**src/rtl/mem_arbiter_pkg.sv**
```systemverilog
// Shared definitions for the two-port memory arbiter: FSM encoding, port
// indices, error data and the per-port request bundle.
package mem_arbiter_pkg;

    typedef enum logic [1:0] {
        IDLE = 2'd0,
        BUSY = 2'd1,
        DONE = 2'd2
    } arb_state_t;

    localparam int          NUM_PORTS  = 2;
    localparam logic        PORT_DATA  = 1'b0;
    localparam logic        PORT_FETCH = 1'b1;
    localparam logic [31:0] ERR_DATA   = 32'hFFFF_FFFF;

    typedef struct packed {
        logic [31:0] addr;
        logic [31:0] data;
        logic [3:0]  msk;
    } port_req_t;

    // Round-robin only matters under contention; a lone requester always wins.
    function automatic logic pick_port(input logic [1:0] pend, input logic last_served);
        if (pend == 2'b11)
            return ~last_served;
        return pend[1] & ~pend[0];
    endfunction

endpackage

```
**src/rtl/mem_arb_timer.sv**
```systemverilog
// Memory-ack wait counter: cleared while idle, counts BUSY cycles without ack,
// flags expiry in the cycle the count reaches TIMEOUT.
module mem_arb_timer #(
    parameter int TIMEOUT = 255
) (
    input  logic clk,
    input  logic rstn,
    input  logic clr,
    input  logic inc,
    output logic expire
);

    logic [7:0] cnt;

    always_ff @(posedge clk or negedge rstn) begin
        if (!rstn)
            cnt <= '0;
        else if (clr)
            cnt <= '0;
        else if (inc)
            cnt <= cnt + 8'd1;
    end

    assign expire = inc && (cnt == 8'(TIMEOUT - 1));

endmodule

```
**src/rtl/mem_arbiter.sv**
```systemverilog
// Two-requester memory arbiter (port 0 data, port 1 fetch) with round-robin
// grant, one outstanding memory transaction and an ack timeout.
module mem_arbiter
    import mem_arbiter_pkg::*;
#(
    parameter int TIMEOUT = 255
) (
    input  logic        clk,
    input  logic        rstn,

    input  logic        m0_read_req,
    input  logic        m0_write_req,
    input  logic [31:0] m0_addr,
    input  logic [31:0] m0_write_data,
    input  logic [3:0]  m0_write_msk,
    output logic        m0_read_ack,
    output logic        m0_write_ack,
    output logic [31:0] m0_read_data,

    input  logic        m1_read_req,
    input  logic        m1_write_req,
    input  logic [31:0] m1_addr,
    input  logic [31:0] m1_write_data,
    input  logic [3:0]  m1_write_msk,
    output logic        m1_read_ack,
    output logic        m1_write_ack,
    output logic [31:0] m1_read_data,

    output logic        mem_read_req,
    output logic        mem_write_req,
    output logic [31:0] mem_addr,
    output logic [31:0] mem_write_data,
    output logic [3:0]  mem_write_msk,
    input  logic        mem_read_ack,
    input  logic        mem_write_ack,
    input  logic [31:0] mem_read_data,

    output logic        bus_err
);

    arb_state_t                            state;
    logic                                  owner;
    logic                                  last_served;
    logic [NUM_PORTS-1:0]                  rd_req, wr_req, pend;
    logic [NUM_PORTS-1:0]                  rd_ack_q, wr_ack_q;
    logic [NUM_PORTS-1:0][31:0]            rdata_q;
    port_req_t [NUM_PORTS-1:0]             port_req;
    logic                                  grant;
    logic                                  ack_hit;
    logic                                  expire;

    assign rd_req   = {m1_read_req,  m0_read_req};
    assign wr_req   = {m1_write_req, m0_write_req};
    assign pend     = rd_req | wr_req;
    assign grant    = pick_port(pend, last_served);

    assign port_req[PORT_DATA]  = '{addr: m0_addr, data: m0_write_data, msk: m0_write_msk};
    assign port_req[PORT_FETCH] = '{addr: m1_addr, data: m1_write_data, msk: m1_write_msk};

    // Only the ack matching the in-flight op counts; the other type is noise.
    assign ack_hit  = (state == BUSY) &&
                      ((mem_read_req && mem_read_ack) || (mem_write_req && mem_write_ack));

    mem_arb_timer #(.TIMEOUT(TIMEOUT)) u_timer (
        .clk    (clk),
        .rstn   (rstn),
        .clr    (state == IDLE),
        .inc    ((state == BUSY) && !ack_hit),
        .expire (expire)
    );

    always_ff @(posedge clk or negedge rstn) begin
        if (!rstn) begin
            state          <= IDLE;
            owner          <= PORT_DATA;
            last_served    <= PORT_FETCH;
            mem_read_req   <= 1'b0;
            mem_write_req  <= 1'b0;
            mem_addr       <= '0;
            mem_write_data <= '0;
            mem_write_msk  <= '0;
            rd_ack_q       <= '0;
            wr_ack_q       <= '0;
            rdata_q        <= '0;
            bus_err        <= 1'b0;
        end else begin
            rd_ack_q <= '0;
            wr_ack_q <= '0;
            bus_err  <= 1'b0;
            case (state)
                IDLE: begin
                    if (|pend) begin
                        // Read wins when a port raises both; its write stays pending.
                        owner          <= grant;
                        mem_read_req   <= rd_req[grant];
                        mem_write_req  <= ~rd_req[grant];
                        mem_addr       <= port_req[grant].addr;
                        mem_write_data <= port_req[grant].data;
                        mem_write_msk  <= port_req[grant].msk;
                        state          <= BUSY;
                    end
                end
                BUSY: begin
                    if (ack_hit || expire) begin
                        mem_read_req  <= 1'b0;
                        mem_write_req <= 1'b0;
                        state         <= DONE;
                        if (mem_write_req)
                            wr_ack_q[owner] <= 1'b1;
                        else
                            rd_ack_q[owner] <= 1'b1;
                        if (!ack_hit) begin
                            rdata_q[owner] <= ERR_DATA;
                            bus_err        <= 1'b1;
                        end else if (mem_read_req) begin
                            rdata_q[owner] <= mem_read_data;
                        end
                    end
                end
                DONE: begin
                    last_served <= owner;
                    state       <= IDLE;
                end
                default: state <= IDLE;
            endcase
        end
    end

    assign m0_read_ack  = rd_ack_q[PORT_DATA];
    assign m0_write_ack = wr_ack_q[PORT_DATA];
    assign m0_read_data = rdata_q[PORT_DATA];
    assign m1_read_ack  = rd_ack_q[PORT_FETCH];
    assign m1_write_ack = wr_ack_q[PORT_FETCH];
    assign m1_read_data = rdata_q[PORT_FETCH];

endmodule

```
**config.mk**
```make
export PLATFORM = sky130hd
export DESIGN_NAME = mem_arbiter
export DESIGN_NICKNAME = d
export VERILOG_FILES = /design/src/rtl/mem_arbiter_pkg.sv /design/src/rtl/mem_arb_timer.sv /design/src/rtl/mem_arbiter.sv
export SDC_FILE = /design/constraint.sdc
export NUM_CORES = 1
export LEC_CHECK = 0
export ABC_AREA = 1
export CAP_MARGIN = 20
export CORE_MARGIN = 2
export CORE_UTILIZATION = 45
export DETAILED_ROUTE_END_ITERATION = 10
export HOLD_SLACK_MARGIN = 0.1
export MAX_ROUTING_LAYER = met4
export PLACE_DENSITY = 0.91
export SYNTH_ARGS = -nofsm -noshare
export SYNTH_HDL_FRONTEND = slang
export SYNTH_SLANG_ARGS = --single-unit
```
**constraint.sdc**
```tcl
create_clock -name clk -period 4.4 [get_ports clk]
set_input_delay 0.88 -clock clk [delete_from_list [all_inputs] [get_ports clk]]
set_output_delay 0.88 -clock clk [all_outputs]
set_load 0.03 [all_outputs]
```
==> summary.md <==
| Metric | Value |
|---|---|
| Outcome | finished clean |
| Port buffer count | 314 |
| Worst slew margin | 40.2% |
| Placed wire-length estimate | 18,900 µm |
| Remaining DRCs | 0 |
| Hold Path End | mem_addr[2] |
| Place WS | roughly 1.2 ns |
| ANT cells | 0 |
| Avg Inst Size Synth | between 7 and 8 µm² |
| Clock power share | between 10% and 20% |
| P_leak | roughly 0.0055 µW |
| Post-Syn Area | approximately 8000 µm² |
| Final worst slack | 1.60 ns |
| Share of post-route cells with drive strength above 1 | under 10% |
| CP Buf/Inv Count | 5 |
| Max incr delay on CP | roughly 0.46 ns |
| Mapped Cells | ~1,100 |
| Setup Crit Path Kind | primary input to flip-flop |
| Syn_nets | roughly 1,300 |
| Routed Antenna Nets | 0 |
| Family with the most delay on the worst path | buffers and inverters |
| Least-Margin Pin Slew | 0.898 ns |
| CTS tree | done |
| Initial antenna violation count | 0 |
| # IOs | between 300 and 400 |
| Via/cell ratio | 5.43 |
| Initial Util | between 40 and 50% |
| Sw Ratio | between 40% and 50% |
| Clock-pin slew on the worst setup and hold paths | 0.06 ns |
| Post-route clock period utilization | between 60 and 70% |
| CP Data Arrival Time | about 3.2 ns |
| Setup TNS | 0 ns |
| Sequential share of the synthesized area | between 40% and 50% |
| DRT Pass-1 Iters | 7 |
| Row count | 48 |
| DR vias | roughly 8,600 |
| Gr usage total | around 30% |
| Hold path depth | 2 |
| WL/cell | around 17 µm |
| Yosys reg bits | ~150 |
| Worst path slowest cell | clkdlybuf4s50_1 |
| CP most frequent cell | nand2_1 |
| Switch Pwr | roughly 4500 µW |
| Clock Sink Count | 151 |
| Max Clock Skew | about 0.012 ns |
| Max Cap Viol | 0 |
| Distinct cell type count after synthesis | 29 |
| Post-synth top area share | between 40% and 50% |
| Worst VDD drop | 0.000433 V |
| Post-CTS setup buffers | 0 |
| Synth-to-Final Area Change | 47.5% |
| Vias in the first global route | approximately 8,200 |
| Comb pwr share | between 50% and 60% |
| Starting DRT DRC Count | 840 |
| CP Depth | 12 |
| RSZ-0062 raised after global routing | false |
| CTS buffer count | 17 |
| WP data required | 4.76 ns |
| First-pass GRT wire length | ~42,000 µm |
| Reg power frac | about a quarter |
| Hold buffers post-CTS | 0 |
| Period minus WS final | 2.80 ns |
| Pwr/cell area | around 800 nW/µm² |
| Post-CTS Resized | 0 |
| Htree depth | 4 |
| Synth Warn # | 0 |
| Placed cell area | roughly 11,000 µm² |
| Worst min path class | flip-flop to flip-flop |
| Pins over their slew limit | 0 |
| CP Capture Type | flip-flop |
| Area leader, netlist | dfrtp_1 |
| Clock Path Buffers | 2 |
| R2R Path End | wr_ack_q[0] |
| R2r setup slk | roughly 1.9 ns |
| Design Area, Final | 11,800 µm² |
| CP max FO | 33 |
| Final WL | ~27,000 µm |
| Core Region | ~17,000 µm² |
| Clk_lat worst skew | 0.43 ns |
| CTS root buf | clkbuf_16 |
| Gpl congestion | 0.862 |
| R2R cell count | 7 |
| Synth area leaders | dfrtp_1 (47%), nand2_1 (20%), o21ai_0 (7.7%) |
| Final hold viol count | 0 |
| Die height | 138 µm |
| Achievable frequency | 0.357 GHz |
| Hold_sp | mem_addr[2] |
| Reg-to-reg startpoint | state[1] |
| CP Cell Sequence | clkdlybuf4s50_1, nand2_1, nand2_1, buf_4, nand2_2, inv_2, nand2_1, buf_4, nand3_1, buf_4, nand2_1, nand2_1 |
| Final core utilization | 68.3% |
| Die footprint | between 15,000 and 20,000 µm² |
| Startpoint Class | primary input |
| Setup violators final | 0 |
| Internal Power | between 4000 and 5000 µW |
| Die W | 138 µm |
| Largest net degree at the start of global routing | 96 |
| Final #Nets | about 1,500 |
| GRT Residual Overflow | 0 |
## Yosys cell counts (all sizes together)
cell type  number
a31oi           1
nand3           6
o21ai         143
nor3            1
clkbuf         53
o211ai          2
nand4          64
o22ai           2
ha              2
inv            16
buf            28
nand2         419
dfstp           1
a21oi           5
or2            65
nor2           87
dfrtp         150
xor2            2
nand3b         32
and3            1
## metrics by stage
stage | instances | hold slack, ns | power [µW]
after floorplan | 1080 | 0.475 | 5820
after global placement | 1556 | 0.466 | 7770
after detailed placement | 1556 | 0.472 | 7950
after CTS | 1588 | 0.486 | 9500
after global routing | 1588 | 0.504 | 10100
final | 1588 | 0.483 | 9490
## worst max path at each step
stage,start,endpoint,slack (ns)
3_5_place_dp,mem_write_ack,m1_read_data[12],1.21
6_report,mem_write_ack,m1_read_data[2],1.60
2_1_floorplan,m0_write_req,mem_addr[14],2.50
4_1_cts,mem_write_ack,m1_read_data[2],1.63
3_3_place_gp,mem_write_ack,m1_read_data[18],1.31
5_1_grt,mem_write_ack,m1_read_data[12],1.43
## flip-flops by register name (all words and copies together), names as in the netlist, 2 cells and up
signal and count:
m0_read_data 32, m1_read_data 32, mem_addr 32, mem_write_data 32
mem_write_msk 4, rd_ack_q 2, state 2, u_timer.cnt 8
wr_ack_q 2
## kinds of logic after synthesis
group           synth area share, %
simple gates                   37.4
flops                          47.1
fa+ha+maj                     0.312
xor+xnor                      0.218
compound gates                 9.78
buf+inv                        5.20
## layout make-up
class / instances / area, µm²
clock inverters: 13 / 173
flip-flops and latches: 151 / 3780
well taps: 225 / 282
multi-input cells: 832 / 3840
inverters: 16 / 60.1
clock buffers: 19 / 433
fillers: 1392 / 5510
repair buffers: 332 / 3280
## power by group through the flow
stage               Clock [µW]  Sequential, µW  Combinational [µW]
detailed placement           0            2520                5440
global route              1600            2580                5890
CTS                       1540            2500                5460
global placement             0            2480                5290
finish                    1520            2510                5450
floorplan                    0            3630                2190
## worst register-to-register path: stages, from the launching register on
cell,delay (ns)
dfrtp_1,0.46
nor2_4,0.12
buf_4,0.36
inv_2,0.14
a21oi_4,0.36
buf_4,0.58
nand3_1,0.24
nor2_1,0.15
## cell usage in the layout, fill, tap and decap left out, types with 4 or more instances in the layout
cell type / n
a21oi_1: 4
nand3_1: 6
nand2_1: 417
nand4_1: 64
buf_4: 18
o21ai_1: 19
nand3b_1: 32
inv_2: 7
dfrtp_1: 149
clkdlybuf4s50_1: 313
clkbuf_16: 17
nor2_1: 84
or2_2: 65
inv_1: 9
o21ai_0: 124
## metal layers
layer	up-vias	GRT usage, %	part of all wire, %
li1	4051	-	-
met1	4088	35.9	38
met4	0	12.4	3.8
met5	-	-	0
met3	62	7.36	8.7
met2	418	47.9	50
No activity file was read; power rests on OpenSTA's default activity.
